--- src/rtl/seg7_scan_mux.sv ---
// seg7_scan_mux
//   Time-multiplexed driver for an 8-digit seven-segment display. It takes the
//   per-digit segment patterns from the upstream pattern logic and drives the
//   board's active-low anode and cathode pins. It provides:
//     - tear-free frame updates: a shadow register is copied to the display
//       register only when the scan wraps from the last digit back to digit 0
//     - per-digit enables
//     - a blanking interval at the start of every digit slot (anti-ghosting)
//     - 4-bit PWM brightness control
//
// Ports
//   CLK100MHZ   in   1             system clock
//   CPU_RESETN  in   1             synchronous reset, active-low
//   seg_in      in   NUM_DIGITS*8  digit i pattern at [8i+7:8i] = {DP,G..A}, 1 = lit
//   load        in   1             strobe: capture seg_in into the shadow register
//   digit_en    in   NUM_DIGITS    per-digit enable, 0 = digit never lit
//   brightness  in   4             0 = off, 1..14 = n/16 duty, 15 = full on
//   frame_start out  1             one-cycle pulse on the first output cycle of digit 0
//   AN          out  NUM_DIGITS    anode selects, active-low
//   CA..CG, DP  out  1 each        cathodes, active-low
module seg7_scan_mux #(
    parameter int NUM_DIGITS   = 8,
    parameter int DIGIT_CYCLES = 100_000,
    parameter int BLANK_CYCLES = 1_000
) (
    input  logic                      CLK100MHZ,
    input  logic                      CPU_RESETN,
    input  logic [NUM_DIGITS*8-1:0]   seg_in,
    input  logic                      load,
    input  logic [NUM_DIGITS-1:0]     digit_en,
    input  logic [3:0]                brightness,
    output logic                      frame_start,
    output logic [NUM_DIGITS-1:0]     AN,
    output logic                      CA,
    output logic                      CB,
    output logic                      CC,
    output logic                      CD,
    output logic                      CE,
    output logic                      CF,
    output logic                      CG,
    output logic                      DP
);

    localparam int CNT_W = (DIGIT_CYCLES > 1) ? $clog2(DIGIT_CYCLES) : 1;
    localparam int IDX_W = (NUM_DIGITS > 1) ? $clog2(NUM_DIGITS) : 1;

    localparam logic [CNT_W-1:0] CNT_LAST  = CNT_W'(DIGIT_CYCLES - 1);
    localparam logic [CNT_W-1:0] CNT_BLANK = CNT_W'(BLANK_CYCLES);
    localparam logic [IDX_W-1:0] IDX_LAST  = IDX_W'(NUM_DIGITS - 1);

    // PWM gate: level 15 is always on, level 0 always off, otherwise on for
    // the first 'level' phases of each 16-clock PWM period.
    function automatic logic pwm_on(input logic [3:0] level, input logic [3:0] phase);
        return (level == 4'hF) || ((level != 4'h0) && (phase < level));
    endfunction

    logic [CNT_W-1:0]                 cycle_cnt_p0;
    logic [IDX_W-1:0]                 digit_idx_p0;
    logic [3:0]                       pwm_cnt_p0;
    logic                             wrap_p0;
    logic [NUM_DIGITS-1:0][7:0]       shadow;
    logic [NUM_DIGITS-1:0][7:0]       display_p0;

    logic                             slot_end;
    logic                             frame_end;
    logic                             lit;
    logic [NUM_DIGITS-1:0]            an_next;
    logic [7:0]                       seg_next;

    logic [NUM_DIGITS-1:0]            an_p1;
    logic [7:0]                       seg_p1;
    logic                             frame_start_p1;

    assign slot_end  = (cycle_cnt_p0 == CNT_LAST);
    assign frame_end = slot_end && (digit_idx_p0 == IDX_LAST);

    // ---- Stage p0: scan counters, PWM phase, shadow/display registers ----
    always_ff @(posedge CLK100MHZ) begin
        if (!CPU_RESETN) begin
            cycle_cnt_p0 <= '0;
            digit_idx_p0 <= '0;
            pwm_cnt_p0   <= '0;
            wrap_p0      <= 1'b0;
            shadow       <= '0;
            display_p0   <= '0;
        end else begin
            cycle_cnt_p0 <= slot_end ? '0 : cycle_cnt_p0 + CNT_W'(1);
            if (slot_end) begin
                digit_idx_p0 <= (digit_idx_p0 == IDX_LAST) ? '0 : digit_idx_p0 + IDX_W'(1);
            end
            pwm_cnt_p0 <= (pwm_cnt_p0 == 4'hF) ? 4'h0 : pwm_cnt_p0 + 4'h1;
            // Marks the first counter state of a new frame; it is carried into
            // the output stage so frame_start lines up with digit 0 on the pins.
            wrap_p0 <= frame_end;
            if (load) begin
                shadow <= seg_in;
            end
            // A load landing on the wrap edge bypasses the shadow so the new
            // pattern appears in the frame that is just starting.
            if (frame_end) begin
                display_p0 <= load ? seg_in : shadow;
            end
        end
    end

    always_comb begin
        an_next  = '1;
        seg_next = 8'hFF;
        lit      = (cycle_cnt_p0 >= CNT_BLANK) && digit_en[digit_idx_p0] &&
                   pwm_on(brightness, pwm_cnt_p0);
        if (lit) begin
            an_next[digit_idx_p0] = 1'b0;
            seg_next              = ~display_p0[digit_idx_p0];
        end
    end

    // ---- Stage p1: registered pin drivers ----
    always_ff @(posedge CLK100MHZ) begin
        if (!CPU_RESETN) begin
            an_p1          <= '1;
            seg_p1         <= 8'hFF;
            frame_start_p1 <= 1'b0;
        end else begin
            an_p1          <= an_next;
            seg_p1         <= seg_next;
            frame_start_p1 <= wrap_p0;
        end
    end

    assign AN          = an_p1;
    assign frame_start = frame_start_p1;
    assign {DP, CG, CF, CE, CD, CC, CB, CA} = seg_p1;

endmodule
--- config.mk ---
export PLATFORM = sky130hd
export DESIGN_NAME = seg7_scan_mux
export DESIGN_NICKNAME = d
export VERILOG_FILES = /design/src/rtl/seg7_scan_mux.sv
export SDC_FILE = /design/constraint.sdc
export NUM_CORES = 1
export LEC_CHECK = 0
export ABC_CLOCK_PERIOD_IN_PS = 4710
export CAP_MARGIN = 20
export CORE_MARGIN = 2
export CORE_UTILIZATION = 40
export CTS_CLUSTER_DIAMETER = 50
export DETAILED_ROUTE_END_ITERATION = 8
export PLACE_DENSITY = 0.71
export REMOVE_ABC_BUFFERS = 1
export SETUP_SLACK_MARGIN = 0.05
export SKIP_CTS_REPAIR_TIMING = 1
export SYNTH_ARGS = -nofsm -noshare
export SYNTH_HDL_FRONTEND = slang
export SYNTH_SLANG_ARGS = --single-unit
--- constraint.sdc ---
create_clock -name CLK100MHZ -period 4.71 [get_ports CLK100MHZ]
set_input_delay 0.7065 -clock CLK100MHZ [delete_from_list [all_inputs] [get_ports CLK100MHZ]]
set_output_delay 0.7065 -clock CLK100MHZ [all_outputs]
set_load 0.01 [all_outputs]
==> implementation parameters, run 1 <==
Parameter                              Value

Run status
  Result of the run    complete, no violations

Yosys
  EDFF count, synth    0
  Area of the mapped netlist    0.00713 mm2
  Most area-hungry cell type in the Yosys netlist    dfxtp_1
  Simple-gate share of the synthesized area    0.182
  Area share of the largest cell type after synthesis    0.477
  Fraction of the yosys area taken by sequential cells    0.477
  Area contributors post-synth    dfxtp_1 48%, mux2_2 10%, mux2i_1 9.7%
  Dominant combinational cell family by area after synthesis    multiplexers
  Number of distinct standard cells referenced by the synthesized netlist    52
  Post-synthesis area per instance    10.5 um2
  Syn Inst Count    682
  Primary flip-flop cell chosen by synthesis mapping    dfxtp_1
  Post-synth ARST share    0
  Most frequent cells after synthesis    170 x dfxtp_1, 86 x nor2_1, 69 x mux2i_1
  Register bit total from synthesis    170
  Most frequent cell after synthesis    dfxtp_1
  Synthesized-area fraction occupied by ao, oa, aoi and oai cells    0.0396
  Adder and majority cell fraction of the synthesized area    0.0140
  Area share of xor/xnor cells in the synthesized design    0.0147
  Synth Warn #    0
  Share of synthesized area spent on multiplexers    0.236

Detailed routing
  Remaining antenna violation count after routing    0
  Per-cell via count in the routed design    4.91
  Wire length per cell after detailed routing    14.7 um
  Wire length reported by the detailed router    14800 um
  Number of violations reported at the end of detailed-routing iteration 0    roughly 180
  Number of detailed-routing iterations run before antenna repair    4
  DRC violation count after routing    0
  Vias after detailed routing    between 4000 and 5000

Pwr
  Total power density per cell area    347 mW/mm2
  LEAKAGE    3.58 nW
  Worst vdd ir    0.258 mV

Critical path
  RR Startpoint    cycle_cnt_p0[0]
  Critical register-to-register path endpoint    display_p0[25]
  Largest fanout of any net on the critical path    65
  Arr. time, crit path    3060 ps
  Critical Path, Cell by Cell    ha_1 -> nand4_1 -> nor2_1 -> nand3_4 -> mux2_2
  Setup crit start kind    register
  Required arrival time at the worst endpoint    5020 ps
  Worst-case reg-to-reg path depth    5
  Kind of end point of the critical path    register
  Reg-to-reg slack, setup    1960 ps
  Master of the slowest instance on the critical path    nand3_4
  Delay of the slowest cell on the worst path    730 ps
  Worst Path Class, Setup    register to register

Die
  Die X-Extent    roughly 140 um
  Initial core utilization    0.411
  Standard-cell rows    48
  I/O pin count    96
  Full die area    0.0189 mm2
  Vertical die dimension    between 100 and 150 um
  Core area    0.0174 mm2

Min path
  Hold wc startpoint    wrap_p0
  Cell depth of the worst hold path    1
  Worst Hold End    frame_start
  Hold crit path type    register to register

CTS
  Clock insertion delay at the later pin of the skew report    420 ps
  Clock sink total    170
  Clock tree from TritonCTS    built
  Num CTS Buffers    17
  Total number of H-tree levels    4
  Root buffer selected by CTS    clkbuf_16
  Number of buffers on the longest clock path    2
  Clock-pin slew reported for the worst setup and hold paths after clock tree synthesis    60 ps

GRT
  Global-route wire length before repair    23900 um
  Initial antenna violation count    0
  Via count of the first global-routing pass    4884
  Global route overflow    0
  Aggregate global-route resource usage    0.163
  Largest net degree at the start of global routing    70

Place
  Final HPWL DP    9660 um
  Number of buffers inserted by port buffering    95
  Routability congestion estimate    about 0.84
  Pre-CTS setup slack    1550 ps

STA
  RSZ-0062 raised after global routing    false
  Minimum clock period after layout    2750 ps
  Tightest Pin Transition    ~950 ps
  Rel. slew slack    0.367
  Count of final max-slew check failures    0
  Post-route setup slack    1960 ps
  Share of the clock period used by the worst path after layout    0.584
  Final Setup Violations    0
  Maximum clock skew at final layout    7.93 ps
  Sum of negative setup slack    0 ps
  Final hold viol count    0
  Maximum frequency from static timing analysis    about 360 MHz

Flow run
  Number of maximum-capacitance constraint violations    0

Finish
  Area growth from synthesis to layout    23.6%
  Nets    850
  Sequential standard cell area    between 0.003 and 0.004 mm2
  Area taken by multi-input logic gates    0.00348 mm2
  Share of cells above drive strength 1    0.170
  Layout filler cell count    1594
  Final antenna diode count    0
[logic make-up (layout without fill, tap and decap cells)]
| group | count (synthesis) | count (layout) |
|---|---|---|
| AO/OA/AOI/OAI | 43 | 43 |
| XOR/XNOR | 12 | 12 |
| adder cells (fa/ha/maj) | 8 | 8 |
| buffers and inverters | 56 | 150 |
| flip-flops | 170 | 170 |
| multiplexers | 146 | 146 |
| AND/OR/NAND/NOR | 247 | 247 |
[power breakdown]
group          switching, mW  internal [mW]
clock                  0.563          0.824
combinational         0.0869          0.103
sequential            0.0130           1.47
[layer usage]
metal  global-route usage  wire length [um]
met1                0.213              7130
met2                0.262              6730
met3               0.0364               636
met4               0.0664               270
met5                    0                 0
[through the flow]
stage               hold slack (ps)  instances   util  cell area, um2  power (mW)
floorplan                       412        640      -            6920        1.59
global placement                418        968  0.474            8220        1.71
detailed placement              424        968  0.474            8220        1.71
CTS                             438       1000  0.508            8810        3.10
global route                    475       1001  0.508            8820        3.18
finish                          433       1001  0.508            8820        3.06
[placed cells by master, fill, tap and decap left out, types with 8 or more instances in the layout]
cell	Yosys	final
dfxtp_1	170	169
clkdlybuf4s50_1	0	93
nor2_1	86	86
mux2i_1	69	69
and2_1	66	66
mux2_2	66	66
nand2_1	20	20
nand3_1	20	19
clkbuf_16	0	17
a21oi_1	14	14
inv_1	12	12
nor3_1	12	12
mux4_2	11	11
nor3b_1	10	10
o21ai_0	10	10
buf_4	0	10
xnor2_1	9	9
nand4_1	8	8
ha_1	8	8
[final cells by class]
type                       count  area share
multi-input combinational    456       0.394
clock buffer                  22      0.0538
tap                          225      0.0319
inverter                      14     0.00596
clock inverter                10      0.0132
timing repair buffer         104       0.115
sequential                   170       0.386
[critical path, delay by kind of cell, from the launching register on]
kind                       cells  cell delay (ps)
adders and majority gates      1              250
muxes                          1              560
and+or+nand+nor                3             1360
DFF                            1              390
[worst max path at each step]
stage	start	end	slack, ps	depth (start not counted)
after floorplan	digit_idx_p0[1]	display_p0[0]	850	4
after global placement	brightness[1]	seg_p1[0]	1620	7
after detailed placement	brightness[1]	AN[3]	1550	7
after global routing	cycle_cnt_p0[0]	display_p0[19]	1650	5
after CTS	cycle_cnt_p0[0]	display_p0[40]	1910	5
final	cycle_cnt_p0[0]	display_p0[25]	1960	5
[flip-flops by register name, summed over array words and instances, names as in the netlist]
register and flops:
shadow 64, pwm_cnt_p0 4, cycle_cnt_p0 17, digit_idx_p0 3, frame_start 1, wrap_p0 1
display_p0 64, AN 8, seg_p1 8
Note: power is estimated with default switching activity, not from simulation.
==> run 2: changes to the inputs <==
--- a/config.mk
+++ b/config.mk
@@ -5,13 +5,13 @@
 export SDC_FILE = /design/constraint.sdc
 export NUM_CORES = 1
 export LEC_CHECK = 0
-export ABC_CLOCK_PERIOD_IN_PS = 4710
+export ABC_CLOCK_PERIOD_IN_PS = 2400
 export CAP_MARGIN = 20
 export CORE_MARGIN = 2
 export CORE_UTILIZATION = 40
 export CTS_CLUSTER_DIAMETER = 50
 export DETAILED_ROUTE_END_ITERATION = 8
-export PLACE_DENSITY = 0.71
+export PLACE_DENSITY = 0.74
 export REMOVE_ABC_BUFFERS = 1
 export SETUP_SLACK_MARGIN = 0.05
 export SKIP_CTS_REPAIR_TIMING = 1
==> constraint.sdc (replaced) <==
create_clock -name CLK100MHZ -period 2.4 [get_ports CLK100MHZ]
set_input_delay 0.36 -clock CLK100MHZ [delete_from_list [all_inputs] [get_ports CLK100MHZ]]
set_output_delay 0.36 -clock CLK100MHZ [all_outputs]
set_load 0.01 [all_outputs]
==> implementation parameters, run 2 (synthesis results as in run 1) <==
Parameter                              Value

Detailed routing
  Remaining antenna violation count after routing    0
  Met3 WL post-DR    727 um
  Wire length per cell after detailed routing    approximately 15 um
  Met2 wirelength from detailed routing    7330 um
  DRC violation count after routing    0
  Post-route met1 wirelength    6970 um
  Vias after detailed routing    5056
  Highest metal layer with signal wires    met4
  Number of detailed-routing iterations run before antenna repair    4
  Per-cell via count in the routed design    4.99
  Wire length reported by the detailed router    15200 um
  Number of violations reported at the end of detailed-routing iteration 0    280

Finish
  Biggest registers after layout    display_p0 x64, shadow x64, cycle_cnt_p0 x17
  Area growth from synthesis to layout    26.2%
  Commonest cells after routing, fill and taps aside    168 x dfxtp_1, 93 x clkdlybuf4s50_1, 86 x nor2_1
  Final cell count without fillers    1013
  Nets    approximately 860
  Final antenna diode count    0
  Most common cell after layout, fill and taps aside    dfxtp_1
  Fin area    around 0.009 mm2
  Share of cells above drive strength 1    0.183
  Layout filler cell count    1545
  Core occupancy in the finished layout    0.519

Critical path
  Setup crit start kind    register
  Worst-case reg-to-reg path depth    6
  Reg-to-reg slack, setup    390 ps
  Kind of end point of the critical path    register
  Worst Path Class, Setup    register to register
  Master of the slowest instance on the critical path    dfxtp_1
  Largest fanout of any net on the critical path    37
  Arr. time, crit path    2310 ps
  RR Startpoint    cycle_cnt_p0[0]
  Critical Path, Cell by Cell    ha_1 -> nand4_1 -> nor2_1 -> nand3_4 -> buf_4 -> mux2_2
  Critical register-to-register path endpoint    display_p0[19]
  Required arrival time at the worst endpoint    2700 ps
  Delay of the slowest cell on the worst path    400 ps

CTS
  Root buffer selected by CTS    clkbuf_16
  Clock-pin slew reported for the worst setup and hold paths after clock tree synthesis    60 ps
  Clock sink total    170
  Total number of H-tree levels    4
  Number of buffers on the longest clock path    2
  Clock insertion delay at the later pin of the skew report    420 ps
  Num CTS Buffers    17
  Clock tree from TritonCTS    built

STA
  Rel. slew slack    0.633
  Share of the clock period used by the worst path after layout    0.837
  Sum of negative setup slack    0 ps
  Tightest Pin Transition    550 ps
  Maximum frequency from static timing analysis    498 MHz
  Count of final max-slew check failures    0
  Maximum clock skew at final layout    7.08 ps
  Minimum clock period after layout    2010 ps
  RSZ-0062 raised after global routing    false
  Final hold viol count    0
  Final Setup Violations    0

Die
  Full die area    0.0189 mm2
  Die X-Extent    between 100 and 150 um
  Core area    0.0174 mm2
  Vertical die dimension    around 140 um
  Standard-cell rows    48
  Initial core utilization    0.411
  I/O pin count    96

Place
  Number of buffers inserted by port buffering    95
  Final HPWL DP    about 11000 um
  Routability congestion estimate    0.810
  Cell Count Post-Placement    982
  Post-detailed-placement cell area    0.00836 mm2

Min path
  Worst Hold End    frame_start
  Hold crit path type    register to register
  Cell depth of the worst hold path    1
  Hold wc startpoint    wrap_p0

Pwr
  Proportion of power drawn by flip-flops and latches    0.464
  NetSw    around 1.3 mW
  Comb power frac    0.063
  Int Pwr    4.99 mW
  Share of total power consumed by net switching    0.207
  LEAKAGE    3.68 nW
  Worst vdd ir    0.493 mV
  Total power density per cell area    698 mW/mm2
  Clock Power Share    0.473

GRT
  Global-route wire length before repair    24000 um
  Largest net degree at the start of global routing    44
  Aggregate global-route resource usage    0.165
  Via count of the first global-routing pass    4927
  Global route overflow    0
  Initial antenna violation count    0

Flow run
  Number of maximum-capacitance constraint violations    0

Run status
  Result of the run    complete, no violations
[run 2: changes by cell type in the layout (fill, tap and decap cells not counted), sizes merged]
| cell | previous run | this run |
|---|---|---|
| clkbuf | 22 | 21 |
| inv | 14 | 16 |
| buf | 11 | 24 |
| bufinv | 2 | 5 |
| clkinv | 6 | 3 |
| clkinvlp | 2 | 0 |
[run 2: cell type report]
| cell class | instances | area [um2] | share of cell area |
|---|---|---|---|
| clock buffer | 21 | 450 | 0.0500 |
| clock inverter | 10 | 189 | 0.0210 |
| inverter | 14 | 52.6 | 0.00584 |
| multi-input combinational | 456 | 3480 | 0.386 |
| sequential | 170 | 3410 | 0.378 |
| tap | 225 | 282 | 0.0313 |
| timing repair buffer | 117 | 1150 | 0.127 |
[run 2: power by group through the flow]
stage	combinational [mW]	clock (mW)	sequential (mW)
detailed placement	0.396	0	2.98
CTS	0.399	3.04	2.92
global route	0.429	3.17	2.92
finish	0.393	2.98	2.92
global placement	0.391	0	2.98
floorplan	0.155	0	2.97
[run 2: per-layer routing]
metal  GRT usage  vias up
met4      0.0653        0
met2       0.276       97
met5           0        -
met1       0.204     2390
li1            -     2560
met3      0.0386        9
[run 2: how the worst max path moves through the flow]
stage	start	endpoint	slack, ps
finish	cycle_cnt_p0[0]	display_p0[19]	390
global route	cycle_cnt_p0[0]	display_p0[5]	280
CTS	cycle_cnt_p0[0]	display_p0[19]	380
detailed placement	brightness[1]	seg_p1[0]	20
global placement	brightness[1]	seg_p1[0]	50
floorplan	digit_idx_p0[1]	display_p0[0]	-1460
[run 2: worst max-delay path, delay by kind of cell, from the launching register on]
family,cells,cell delay [ps]
fa+ha+maj,1,260
buf+inv,1,300
flops,1,400
mux,1,330
simple gates,3,600
[run 2: stage by stage]
stage          hold slack (ps)  setup slack [ps]  power (mW)
3_5_place_dp               425              15.8        3.38
6_report                   433               392        6.29
4_1_cts                    439               384        6.36
3_3_place_gp               422              45.2        3.37
5_1_grt                    457               281        6.52
2_1_floorplan              412             -1460        3.13
